`config.mk`:
```
export PLATFORM = sky130hd
export DESIGN_NAME = cbus_arbiter_flat
export DESIGN_NICKNAME = d
export VERILOG_FILES = /design/src/rtl/cbus_arbiter_if.sv /design/src/rtl/cbus_arbiter.sv /design/src/flat_wrapper.sv
export SDC_FILE = /design/constraint.sdc
export NUM_CORES = 1
export LEC_CHECK = 0
export BUFFER_PORTS_ARGS = -buffer_cell sky130_fd_sc_hd__buf_4
export CORE_AREA = 2 2 123 125
export CTS_CLUSTER_SIZE = 40
export DETAILED_ROUTE_END_ITERATION = 12
export DIE_AREA = 0 0 125 127
export PLACE_DENSITY = 0.6
export SETUP_SLACK_MARGIN = 0.4
export SYNTH_ARGS = -nofsm -noshare
export SYNTH_HDL_FRONTEND = slang
export SYNTH_SLANG_ARGS = --single-unit
```
`constraint.sdc`:
```
create_clock -name clk -period 4.6 [get_ports clk]
set_input_delay 0.92 -clock clk [delete_from_list [all_inputs] [get_ports clk]]
set_output_delay 0.92 -clock clk [all_outputs]
set_load 0.005 [all_outputs]
```
`src/rtl/cbus_arbiter_if.sv`:
```
// Bus bundle for the two-master arbiter: two request/response master ports and
// the shared request/response port towards the common bus decoder.
interface cbus_arbiter_if;
    logic        m0_valid;
    logic [31:0] m0_addr;
    logic [31:0] m0_wdata;
    logic [3:0]  m0_wstrb;
    logic        m0_ready;
    logic [31:0] m0_rdata;

    logic        m1_valid;
    logic [31:0] m1_addr;
    logic [31:0] m1_wdata;
    logic [3:0]  m1_wstrb;
    logic        m1_ready;
    logic [31:0] m1_rdata;

    logic        s_valid;
    logic [31:0] s_addr;
    logic [31:0] s_wdata;
    logic [3:0]  s_wstrb;
    logic        s_ready;
    logic [31:0] s_rdata;

    // slave: the arbiter's view (serves both masters, drives the shared bus)
    modport slave (
        input  m0_valid, m0_addr, m0_wdata, m0_wstrb,
        output m0_ready, m0_rdata,
        input  m1_valid, m1_addr, m1_wdata, m1_wstrb,
        output m1_ready, m1_rdata,
        output s_valid, s_addr, s_wdata, s_wstrb,
        input  s_ready, s_rdata
    );

    // master: the surrounding system's view (masters plus bus decoder)
    modport master (
        output m0_valid, m0_addr, m0_wdata, m0_wstrb,
        input  m0_ready, m0_rdata,
        output m1_valid, m1_addr, m1_wdata, m1_wstrb,
        input  m1_ready, m1_rdata,
        input  s_valid, s_addr, s_wdata, s_wstrb,
        output s_ready, s_rdata
    );
endinterface

```
`src/rtl/cbus_arbiter.sv`:
```
// Two-master round-robin arbiter onto a single valid/ready bus, with a per-
// transaction timeout that answers the stalled master with ERR_RDATA.
module cbus_arbiter #(
    parameter int unsigned TIMEOUT_CYCLES = 256,
    parameter logic [31:0] ERR_RDATA      = 32'hDEADBEEF
) (
    input  logic              clk,
    input  logic              resetn,
    cbus_arbiter_if.slave     bus,
    output logic [1:0]        grant,
    output logic              timeout_flag,
    input  logic              timeout_clr,
    output logic [7:0]        err_count
);

    typedef enum logic [1:0] {
        IDLE = 2'd0,
        BUSY = 2'd1,
        ERR  = 2'd2
    } state_t;

    localparam logic [15:0] TERMINAL = 16'(TIMEOUT_CYCLES - 1);

    state_t      state_reg, state_next;
    logic [1:0]  grant_reg, grant_next;
    logic        last_grant_reg, last_grant_next;   // 1 = m1 was last served
    logic [15:0] cnt_reg, cnt_next;
    logic        flag_reg, flag_next;
    logic [7:0]  err_cnt_reg, err_cnt_next;

    logic        timeout_hit;
    logic        busy;
    logic        in_err;
    logic        sel;
    logic        sel_valid;
    logic        pick_m1;

    logic [1:0]  req_valid;
    logic [31:0] req_addr  [2];
    logic [31:0] req_wdata [2];
    logic [3:0]  req_wstrb [2];
    logic [1:0]  rsp_ready;
    logic [31:0] rsp_rdata [2];

    assign req_valid    = {bus.m1_valid, bus.m0_valid};
    assign req_addr[0]  = bus.m0_addr;
    assign req_addr[1]  = bus.m1_addr;
    assign req_wdata[0] = bus.m0_wdata;
    assign req_wdata[1] = bus.m1_wdata;
    assign req_wstrb[0] = bus.m0_wstrb;
    assign req_wstrb[1] = bus.m1_wstrb;

    assign busy      = (state_reg == BUSY);
    assign in_err    = (state_reg == ERR);
    assign sel       = grant_reg[1];
    assign sel_valid = req_valid[sel];

    // On a tie the master that was not served last wins.
    assign pick_m1 = (req_valid == 2'b10) || ((req_valid == 2'b11) && !last_grant_reg);

    always_ff @(posedge clk or negedge resetn) begin
        if (!resetn) begin
            state_reg      <= IDLE;
            grant_reg      <= 2'b00;
            last_grant_reg <= 1'b1;
            cnt_reg        <= 16'd0;
            flag_reg       <= 1'b0;
            err_cnt_reg    <= 8'd0;
        end else begin
            state_reg      <= state_next;
            grant_reg      <= grant_next;
            last_grant_reg <= last_grant_next;
            cnt_reg        <= cnt_next;
            flag_reg       <= flag_next;
            err_cnt_reg    <= err_cnt_next;
        end
    end

    always_comb begin
        state_next      = state_reg;
        grant_next      = grant_reg;
        last_grant_next = last_grant_reg;
        cnt_next        = cnt_reg;
        timeout_hit     = 1'b0;
        case (state_reg)
            IDLE: begin
                if (|req_valid) begin
                    state_next = BUSY;
                    grant_next = pick_m1 ? 2'b10 : 2'b01;
                    cnt_next   = 16'd0;
                end
            end
            BUSY: begin
                // A master withdrawing its request abandons the transfer
                // silently and does not count as having been served.
                if (!sel_valid) begin
                    state_next = IDLE;
                    grant_next = 2'b00;
                end else if (bus.s_ready) begin
                    state_next      = IDLE;
                    grant_next      = 2'b00;
                    last_grant_next = sel;
                end else begin
                    cnt_next = cnt_reg + 16'd1;
                    if (cnt_reg == TERMINAL) begin
                        state_next  = ERR;
                        timeout_hit = 1'b1;
                    end
                end
            end
            ERR: begin
                state_next      = IDLE;
                grant_next      = 2'b00;
                last_grant_next = sel;
            end
            default: begin
                state_next = IDLE;
                grant_next = 2'b00;
            end
        endcase
    end

    // Flag and counter update on entry to ERR so they are already visible
    // during the error response cycle; a set beats a simultaneous clear.
    always_comb begin
        flag_next    = flag_reg;
        err_cnt_next = err_cnt_reg;
        if (timeout_hit) begin
            flag_next = 1'b1;
            if (err_cnt_reg != 8'hFF) begin
                err_cnt_next = err_cnt_reg + 8'd1;
            end
        end else if (timeout_clr) begin
            flag_next = 1'b0;
        end
    end

    always_comb begin
        bus.s_valid = 1'b0;
        bus.s_addr  = '0;
        bus.s_wdata = '0;
        bus.s_wstrb = '0;
        if (busy) begin
            bus.s_valid = 1'b1;
            bus.s_addr  = req_addr[sel];
            bus.s_wdata = req_wdata[sel];
            bus.s_wstrb = req_wstrb[sel];
        end
    end

    genvar gi;
    generate
        for (gi = 0; gi < 2; gi++) begin : g_rsp
            assign rsp_ready[gi] = grant_reg[gi] &&
                                   (in_err || (busy && req_valid[gi] && bus.s_ready));
            assign rsp_rdata[gi] = rsp_ready[gi] ? (in_err ? ERR_RDATA : bus.s_rdata) : '0;
        end
    endgenerate

    assign bus.m0_ready = rsp_ready[0];
    assign bus.m0_rdata = rsp_rdata[0];
    assign bus.m1_ready = rsp_ready[1];
    assign bus.m1_rdata = rsp_rdata[1];

    assign grant        = grant_reg;
    assign timeout_flag = flag_reg;
    assign err_count    = err_cnt_reg;

endmodule
```
`src/flat_wrapper.sv`:
```
// flat-port wrapper written by rule: the top's interface ports become plain ports
module cbus_arbiter_flat 
#(
    parameter int unsigned TIMEOUT_CYCLES = 256,
    parameter logic [31:0] ERR_RDATA      = 32'hDEADBEEF
)
  (clk, resetn, grant, timeout_flag, timeout_clr, err_count, bus_m0_valid, bus_m0_addr, bus_m0_wdata, bus_m0_wstrb, bus_m0_ready, bus_m0_rdata, bus_m1_valid, bus_m1_addr, bus_m1_wdata, bus_m1_wstrb, bus_m1_ready, bus_m1_rdata, bus_s_valid, bus_s_addr, bus_s_wdata, bus_s_wstrb, bus_s_ready, bus_s_rdata);
  cbus_arbiter_if bus_i ();
  input  logic clk;
  input  logic resetn;
  output logic [1:0] grant;
  output logic timeout_flag;
  input  logic timeout_clr;
  output logic [7:0] err_count;
  input wire logic [$bits(bus_i.m0_valid)-1:0] bus_m0_valid;
  input wire logic [$bits(bus_i.m0_addr)-1:0] bus_m0_addr;
  input wire logic [$bits(bus_i.m0_wdata)-1:0] bus_m0_wdata;
  input wire logic [$bits(bus_i.m0_wstrb)-1:0] bus_m0_wstrb;
  output wire logic [$bits(bus_i.m0_ready)-1:0] bus_m0_ready;
  output wire logic [$bits(bus_i.m0_rdata)-1:0] bus_m0_rdata;
  input wire logic [$bits(bus_i.m1_valid)-1:0] bus_m1_valid;
  input wire logic [$bits(bus_i.m1_addr)-1:0] bus_m1_addr;
  input wire logic [$bits(bus_i.m1_wdata)-1:0] bus_m1_wdata;
  input wire logic [$bits(bus_i.m1_wstrb)-1:0] bus_m1_wstrb;
  output wire logic [$bits(bus_i.m1_ready)-1:0] bus_m1_ready;
  output wire logic [$bits(bus_i.m1_rdata)-1:0] bus_m1_rdata;
  output wire logic [$bits(bus_i.s_valid)-1:0] bus_s_valid;
  output wire logic [$bits(bus_i.s_addr)-1:0] bus_s_addr;
  output wire logic [$bits(bus_i.s_wdata)-1:0] bus_s_wdata;
  output wire logic [$bits(bus_i.s_wstrb)-1:0] bus_s_wstrb;
  input wire logic [$bits(bus_i.s_ready)-1:0] bus_s_ready;
  input wire logic [$bits(bus_i.s_rdata)-1:0] bus_s_rdata;
  assign bus_i.m0_valid = bus_m0_valid;
  assign bus_i.m0_addr = bus_m0_addr;
  assign bus_i.m0_wdata = bus_m0_wdata;
  assign bus_i.m0_wstrb = bus_m0_wstrb;
  assign bus_m0_ready = bus_i.m0_ready;
  assign bus_m0_rdata = bus_i.m0_rdata;
  assign bus_i.m1_valid = bus_m1_valid;
  assign bus_i.m1_addr = bus_m1_addr;
  assign bus_i.m1_wdata = bus_m1_wdata;
  assign bus_i.m1_wstrb = bus_m1_wstrb;
  assign bus_m1_ready = bus_i.m1_ready;
  assign bus_m1_rdata = bus_i.m1_rdata;
  assign bus_s_valid = bus_i.s_valid;
  assign bus_s_addr = bus_i.s_addr;
  assign bus_s_wdata = bus_i.s_wdata;
  assign bus_s_wstrb = bus_i.s_wstrb;
  assign bus_i.s_ready = bus_s_ready;
  assign bus_i.s_rdata = bus_s_rdata;
  cbus_arbiter #(.TIMEOUT_CYCLES(TIMEOUT_CYCLES), .ERR_RDATA(ERR_RDATA)) u_core (.clk(clk), .resetn(resetn), .bus(bus_i), .grant(grant), .timeout_flag(timeout_flag), .timeout_clr(timeout_clr), .err_count(err_count));
endmodule
```
Word-level counts from Yosys, hierarchy flattened:

Cells that the tools add are included.

* bits in registers: 30
* latch bits: 0
* bits in writable memories: 0
* memory bits (read-only): 0
* memories: 0

* $add $sub $neg: 2
* multiply operators: 0
* div/mod/pow operators: 0
* $lt $le $gt $ge: 2
* equal/unequal tests: 12
* shift operators: 0
* mux-type cells: 41
* bitwise operators: 1
* reductions and logical operators: 21

Operator list (count)
* two-way mux 32 bit: 11
* two-way mux 16 bit: 3
* one-hot mux 16 bit (2 select lines): 1
* adder 16 x 1 -> 16 bit, second input constant: 1
* equality test 16 x 8 -> 1 bit, second input constant: 1
* two-way mux 2 bit: 8
* two-way mux 4 bit: 4
* two-way mux 1 bit: 11
* adder 8 x 1 -> 8 bit, second input constant: 1
* != test 8 bit, second input constant: 1
* one-hot mux 2 bit (2 select lines): 2
* logical AND 1 bit: 7
* equality test 2 bit, second input constant: 3
* != test 2 bit, second input constant: 3
* AND reduction 2 bit: 3
* nonzero test 2 bit: 3
* != test 4 bit, second input constant: 1
* AND reduction 4 bit: 1
* logical OR 1 bit: 3
* != test 3 bit, second input constant: 1
* AND reduction 3 bit: 1
* equality test 2 x 1 -> 1 bit, second input constant: 1
* >= comparator 2 bit, second input constant: 1
* logical NOT 2 bit: 1
* 6 further kinds: 6

Longest topological paths before layout:

Gate-level depths: netlist (run 1).

* word-level depth: 6
* depth in mapped cells: 8
* mapped depth without buffers: 6

Worst setup path before layout (run 1):

Ideal clock, no wire load.

* kind: input -> output
* from: input port bus_m1_valid
* to: output port bus_m1_rdata[10]
* arrival time: 1.688 ns
* path slack: 1.992 ns
* stages on the path: 5
* cells stage by stage: nand4_2 > and2_1 > clkbuf_1 > buf_2 > nor2_1

* cells in the longest elaborated chain, start to end: 5

Ends and longest elaborated chain
* start: declaration: line flat_wrapper.sv:21 `input wire logic [$bits(bus_i.m1_valid)-1:0] bus_m1_valid;`
* logical AND 1 bit (2 in a row): line cbus_arbiter.sv:155 `(in_err || (busy && req_valid[gi] && bus.s_ready));`
* logical OR 1 bit: line cbus_arbiter.sv:155
* logical AND 1 bit: line cbus_arbiter.sv:154 `assign rsp_ready[gi] = grant_reg[gi] &&`
* two-way mux 32 bit: line cbus_arbiter.sv:156 `assign rsp_rdata[gi] = rsp_ready[gi] ? (in_err ? ERR_RDATA : bus.s_rdata) : '0;`
* end: declaration: line flat_wrapper.sv:26 `output wire logic [$bits(bus_i.m1_rdata)-1:0] bus_m1_rdata;`

No other way between the ends.

Worst setup path after layout (run 1):

* from: register u_core.grant_reg[1] (netlist: u_core.grant[1])
* to: output port bus_m1_ready

* cells in the longest elaborated chain, start to end: 1

Ends and longest elaborated chain
* start: declaration: line cbus_arbiter.sv:25 `logic [1:0] grant_reg, grant_next;`
* start signal: assignment: line cbus_arbiter.sv:71 `grant_reg <= grant_next;`
* logical AND 1 bit: line cbus_arbiter.sv:154
* end: declaration: line flat_wrapper.sv:25 `output wire logic [$bits(bus_i.m1_ready)-1:0] bus_m1_ready;`

No other way between the ends.

==> results of run 1 <==
==> worst max-delay path: stages, from the launching register on <==
cell	delay, ps
dfrtp_4	710
nand4_2	280
and2_1	810
inv_1	170
buf_4	190
==> cell families (layout without fill, tap and decap cells) <==
logic type,after synthesis,count (layout)
buffers and inverters,39,338
and+or+nand+nor,233,233
muxes,71,71
AOI/OAI and AO/OA,32,32
adders and majority gates,2,2
xor gates and xnor gates,16,16
DFF,30,30
==> how the worst max path moves through the flow <==
stage                                                from                to  cells past startpoint
after floorplan                              bus_m1_valid  bus_m1_rdata[10]                      5
after detailed placement                     bus_m1_valid      bus_m1_ready                      5
after global placement                       bus_m1_valid      bus_m1_ready                      5
after CTS                     u_core.grant[1]$_DFFE_PN0P_      bus_m1_ready                      4
final                         u_core.grant[1]$_DFFE_PN0P_      bus_m1_ready                      4
after global routing      u_core.state_reg[1]$_DFFE_PN0P_      bus_m1_ready                      6
==> metrics by stage <==
| step | hold WS [ps] | cells | utilization, % | instance area [sq um] | power [mW] |
|---|---|---|---|---|---|
| after global routing | 512 | 906 | 39.9 | 5750 | 1.73 |
| after detailed placement | 485 | 898 | 38.7 | 5590 | 1.28 |
| after floorplan | 477 | 423 | - | 3070 | 0.751 |
| final | 489 | 906 | 39.9 | 5750 | 1.62 |
| after CTS | 499 | 906 | 39.9 | 5750 | 1.65 |
| after global placement | 468 | 898 | 38.7 | 5590 | 1.28 |
==> placed cells by master, fill, tap and decap left out, drive strengths merged, types with 2 or more instances in the layout <==
master / synthesis / routed
a21oi: 5 / 5
xor2: 3 / 3
ha: 2 / 2
and3: 3 / 3
a21o: 2 / 2
and2: 2 / 2
dfrtp: 29 / 29
and4: 2 / 2
nor3: 3 / 3
mux2i: 69 / 69
inv: 7 / 7
a22o: 2 / 2
clkbuf: 14 / 7
a211oi: 2 / 2
mux2: 2 / 2
xnor2: 13 / 13
nand2: 21 / 21
or4: 2 / 2
nor2: 173 / 173
o21ai: 5 / 5
buf: 18 / 323
nor2b: 3 / 3
a2111oi: 7 / 7
a31oi: 2 / 2
nand3: 8 / 8
nand4b: 2 / 2
nand4: 5 / 5
nand2b: 5 / 5
nor4: 2 / 2
==> layout make-up <==
type	count	area (sq um)	share of cell area [%]
well taps	184	230	4.00
multi-input cells	354	2150	37.4
clock buffers	7	133	2.31
inverters	7	26.3	0.457
clock inverters	1	30.0	0.522
flip-flops and latches	30	756	13.1
repair buffers	323	2420	42.2
==> per-layer routing <==
layer	share of wire, %	vias up	routed length, um
met2	54	189	8680
met4	2.9	0	470
li1	-	2016	-
met3	9.8	18	1580
met5	0	-	0
met1	34	1867	5420
==> power by group <==
group	internal [mW]	total, mW	switching [mW]	leakage [nW]
registers	0.285	0.346	0.0612	0.409
clock network	0.255	0.366	0.111	0.0781
logic	0.471	0.913	0.442	2.53
total	1.01	1.62	0.614	3.02
==> summary.md, run 1 <==
| Metric | Value |
|---|---|
| Worst EP arrival | 2460 ps |
| Setup TNS Final | 0 ps |
| Worst-path clk slew | 50 ps |
| Max-capacitance violation count | 0 |
| Layout cell share with drive strength beyond 1 | 48.1% |
| Number of port buffers | 319 |
| Top cells by area, synth | dfrtp_1, mux2i_1, nor2_1 |
| Final Hold Viols | 0 |
| Vias per cell | 4.51 |
| FFs w/ async S/R, synth | 100% |
| Post-synthesis simple-gate area fraction | 32.3% |
| Largest net degree at the start of global routing | 70 |
| Total gr overflow | 0 |
| Final number of setup-violating endpoints | 0 |
| Setup slack at placement | 1200 ps |
| Grt met1 use | 18.0% |
| Nets | 897 |
| Core Area | 14400 sq um |
| Final period util | 73.4% |
| Inserted Diodes | 0 |
| Synth Instances | 423 |
| Fill cells | 1550 |
| Worst r2r src | u_core.grant[1]$_DFFE_PN0P_ |
| WP data required | 3680 ps |
| Max reg flops | 16 |
| Via count | 4090 |
| Gr busiest metal | met2 |
| Area leader, netlist | dfrtp_1 |
| ANT nets after route | 0 |
| Wire per inst | 17.8 um |
| WS Path Type | register to output pin |
| CTS Sinks | 30 |
| Count of flip-flops with a built-in enable after synthesis | 0 |
| CTS tree | done |
| H-Tree Depth | 2 |
| Cell Area, Synth | 3070 sq um |
| Max frequency | 296 MHz |
| First-pass GRT wire length | 23400 um |
| R2R Path End | u_core.cnt_reg[10]$_DFFE_PN0P_ |
| CTS root buf | clkbuf_16 |
| GRT Overall Usage | 19.1% |
| Slew HR | 24.2% |
| R2R depth | 5 |
| Critical path startpoint category | register |
| Status | complete, no violations |
| I/O pins | 320 |
| Die area | 15900 sq um |
| Post-synth net total | 599 |
| Tightest Pin Transition | 1130 ps |
| Clock skew | 7.49 ps |
| Power Density | 282 nW/um^2 |
| Crit-path max FO | 35 |
| Initial antenna violation count | 0 |
| Xor-xnor portion of the synthesized cell area | 4.56% |
| Initial Util | 21.3% |
| Met3 usage | 7.20% |
| Syn. warnings | 0 |
| Die span in x | 125 um |
| RSZ-0062 raised after global routing | false |
| DRT Pass-1 Iters | 4 |
| Clock Tree Buf Depth | 2 |
| Worst reg-to-reg setup slack | 2090 ps |
| Min-delay src | u_core.timeout_flag$_DFFE_PN0P_ |
| Syn Area/Cell | 7.26 sq um |
| Crit. End Element | output pin |
| Drt drc | 0 |
| Final setup margin | 1220 ps |
| Unique masters post-synth | 47 |
| Largest family of logic cells by synthesized area | simple AND/OR/NAND/NOR gates |
| Final HPWL DP | 13500 um |
| GP Congestion | 0.851 |
| Mux cell area share after synthesis | 23.3% |
| Synthesis-stage register bit count | 30 |
| Most common library cells after synthesis | nor2_1, mux2i_1, dfrtp_1 |
| CTS Hold Buffers Added | 0 |
| Post-synthesis compound-gate area fraction | 8.84% |
| Prevailing post-synth register cell | dfrtp_1 |
| Yosys top cell area share | 23.6% |
| Count of pins over their slew limit | 0 |
| Setup bufs post-CTS | 0 |
| Die Y | 127 um |
| Min-delay worst type | register to register |
| Total Wirelength | 16100 um |
| Number of cells on the worst hold path | 1 |
| Minimum clock period | 3380 ps |
| Most numerous cell in the Yosys netlist | nor2_1 |
| GR Layer Usage met2 | 38.0% |
| CTS resizes | 0 |
| Vias in the first global route | 4040 |
| Layout area overhead | 87.3% |
| Maximum vdd drop | 0.125 mV |
| Starting DRT DRC Count | 140 |
| Row Count | 44 |
| Number of buffers created by CTS | 5 |
| Hold path endpoint | u_core.timeout_flag$_DFFE_PN0P_ |
| Post-Synth Adder-Cell Area | 0.815% |
| Register area share after synthesis | 24.5% |
| Later-pin clock latency in the skew report | 280 ps |
| Leakage | 3.02 nW |
(Power assumes the default switching activity.)
==> run 2, diff against run 1 <==
--- a/config.mk
+++ b/config.mk
@@ -5,12 +5,13 @@
 export SDC_FILE = /design/constraint.sdc
 export NUM_CORES = 1
 export LEC_CHECK = 0
+export ABC_AREA = 1
 export BUFFER_PORTS_ARGS = -buffer_cell sky130_fd_sc_hd__buf_4
-export CORE_AREA = 2 2 123 125
+export CORE_AREA = 2 2 125 127
 export CTS_CLUSTER_SIZE = 40
 export DETAILED_ROUTE_END_ITERATION = 12
-export DIE_AREA = 0 0 125 127
-export PLACE_DENSITY = 0.6
+export DIE_AREA = 0 0 127 129
+export PLACE_DENSITY = 0.62
 export SETUP_SLACK_MARGIN = 0.4
 export SYNTH_ARGS = -nofsm -noshare
 export SYNTH_HDL_FRONTEND = slang
==> constraint.sdc (replaced) <==
create_clock -name clk -period 3.1 [get_ports clk]
set_input_delay 0.62 -clock clk [delete_from_list [all_inputs] [get_ports clk]]
set_output_delay 0.62 -clock clk [all_outputs]
set_load 0.005 [all_outputs]
==> summary.md, run 2 <==
| Metric | Value |
|---|---|
| Die area | 16400 sq um |
| Synthesis-stage register bit count | 30 |
| Worst-path clk slew | 50 ps |
| Starting DRT DRC Count | 302 |
| FFs w/ async S/R, synth | 100% |
| Final HPWL DP | 13400 um |
| Max frequency | 396 MHz |
| Post-DP Area | 5800 sq um |
| Final Cell Area | 5980 sq um |
| Maximum vdd drop | 0.343 mV |
| Clock skew | 3.09 ps |
| Final number of setup-violating endpoints | 0 |
| Via count | 4841 |
| Nets | 1054 |
| Unique masters post-synth | 34 |
| Total Wirelength | 16800 um |
| Crit. End Element | output pin |
| Count of pins over their slew limit | 0 |
| Setup TNS Final | 0 ps |
| Largest net degree at the start of global routing | 72 |
| Status | complete, no violations |
| Clock Tree Buf Depth | 2 |
| Vias in the first global route | 4129 |
| CTS tree | done |
| CTS root buf | clkbuf_16 |
| Most numerous cell in the Yosys netlist | nand2_1 |
| Leakage | 3.32 nW |
| Final period util | 81.4% |
| Syn. warnings | 0 |
| Max reg flops | 16 |
| Max-capacitance violation count | 0 |
| Setup bufs post-CTS | 0 |
| Most common library cells after synthesis | nand2_1, a21oi_1, inv_1 |
| Drt drc | 0 |
| Slew HR | 63.5% |
| Vias per cell | 4.54 |
| Top cells by area, synth | nand2_1, dfrtp_1, a21oi_1 |
| Initial antenna violation count | 0 |
| Final Hold Viols | 0 |
| Min-delay worst type | primary input to asynchronous set/reset pin |
| Number of port buffers | 319 |
| Most frequent cells in the layout | buf_4, nand2_1, a21oi_1, inv_1, nor2_1 |
| Tightest Pin Transition | 548 ps |
| Final setup margin | 578 ps |
| Seq. cell area | 753 sq um |
| Total gr overflow | 0 |
| DRT Pass-1 Iters | 5 |
| Syn Area/Cell | 5.69 sq um |
| Number of buffers created by CTS | 5 |
| Minimum clock period | 2520 ps |
| Wire per inst | 15.8 um |
| Critical path startpoint category | register |
| Commonest non-fill, non-tap cell in the layout | buf_4 |
| Post-synth net total | 757 |
| Die Y | 129 um |
| Fill cells | 1609 |
| Layout area overhead | 80.8% |
| Prevailing post-synth register cell | dfrtp_1 |
| Setup slack at placement | 651 ps |
| GP Congestion | 0.852 |
| I/O pins | 320 |
| H-Tree Depth | 2 |
| Area leader, netlist | nand2_1 |
| Die span in x | 127 um |
| First-pass GRT wire length | 23800 um |
| WP data required | 2480 ps |
| RSZ-0062 raised after global routing | false |
| ANT nets after route | 0 |
| Worst EP arrival | 1900 ps |
| Row Count | 45 |
| CTS Sinks | 30 |
| Later-pin clock latency in the skew report | 270 ps |
| Count of flip-flops with a built-in enable after synthesis | 0 |
| GRT Overall Usage | 18.6% |
| Power Density | 554 nW/um^2 |
| CTS Hold Buffers Added | 0 |
| Initial Util | 22.1% |
| Layout cell share with drive strength beyond 1 | 41.2% |
| Synth Instances | 581 |
| Cell Area, Synth | 3310 sq um |
| Crit-path max FO | 34 |
| Multi-input logic area | 2090 sq um |
| Register area share after synthesis | 22.7% |
| Core Area | 15000 sq um |
| WS Path Type | register to output pin |
| Inserted Diodes | 0 |
| Yosys top cell area share | 23.3% |
## run 2: path summary, 6_finish.rpt
check	cells past startpoint	to	slack (ps)	from
setup / recovery	8	bus_m1_rdata[20]	580	u_core.grant[1]$_DFFE_PN0P_
hold / removal	1	u_core.cnt_reg[12]$_DFFE_PN0P_	270	resetn
setup reg to reg	8	u_core.err_count[2]$_DFFE_PN0P_	1290	u_core.cnt_reg[0]$_DFFE_PN0P_
hold reg to reg	1	u_core.cnt_reg[4]$_DFFE_PN0P_	500	u_core.cnt_reg[4]$_DFFE_PN0P_
max in group asynchronous	1	u_core.last_grant_reg$_DFFE_PN1P_	2500	resetn
min in group clk	1	u_core.cnt_reg[4]$_DFFE_PN0P_	500	u_core.cnt_reg[4]$_DFFE_PN0P_
## run 2: routing by layer
metal | part of all wire [%] | track usage, % | vias up
li1 | - | - | 2457
met1 | 43 | 25.8 | 2178
met5 | 0 | 0 | -
met2 | 45 | 27.5 | 197
met4 | 0.87 | 3.04 | 0
met3 | 11 | 7.69 | 9
## run 2: timing repair
| item | in CTS | in global routing |
|---|---|---|
| endpoints found under the setup margin | 2 | 57 |
| pin swaps | 0 | 0 |
| gates resized for setup | 1 | 5 |
## run 2: cell families (layout without fill, tap and decap cells)
group / count (synthesis) / after routing / share of synthesized area, %
AO/OA/AOI/OAI: 141 / 141 / 22.5
XOR/XNOR: 3 / 3 / 0.795
adder cells (fa/ha/maj): 2 / 2 / 0.757
buffers and inverters: 105 / 403 / 14.6
flip-flops: 30 / 30 / 22.7
AND/OR/NAND/NOR: 300 / 300 / 38.5
## run 2: area by class of cell
cell class	instances	area share [%]
Timing Repair Buffer	329	41.8
Multi-Input combinational cell	446	34.9
Sequential cell	30	12.6
Inverter	66	4.27
Tap cell	188	3.93
Clock buffer	7	2.39
Clock inverter	1	0.0837
## run 2: stage by stage
stage	power, mW	util, %	hold slack, ps	std cells
floorplan	1.58	-	324	581
global placement	2.81	38.7	475	1059
detailed placement	2.81	38.7	477	1059
CTS	3.32	39.7	293	1067
global route	3.58	39.9	311	1067
finish	3.31	39.9	275	1067
## run 2: report_power, final
part           leakage, nW  total (mW)  switching, mW  internal (mW)
Sequential           0.403       0.476         0.0426          0.433
Combinational         2.84        2.35           1.33           1.02
Clock               0.0739       0.485          0.167          0.318
## run 2: critical path, cell delays in order, from the launching register on
cell	delay (ps)
dfrtp_2	440
inv_6	150
nand2_1	100
nand2_1	130
a31oi_1	110
inv_1	160
nand2_8	170
nor3_1	220
buf_4	150
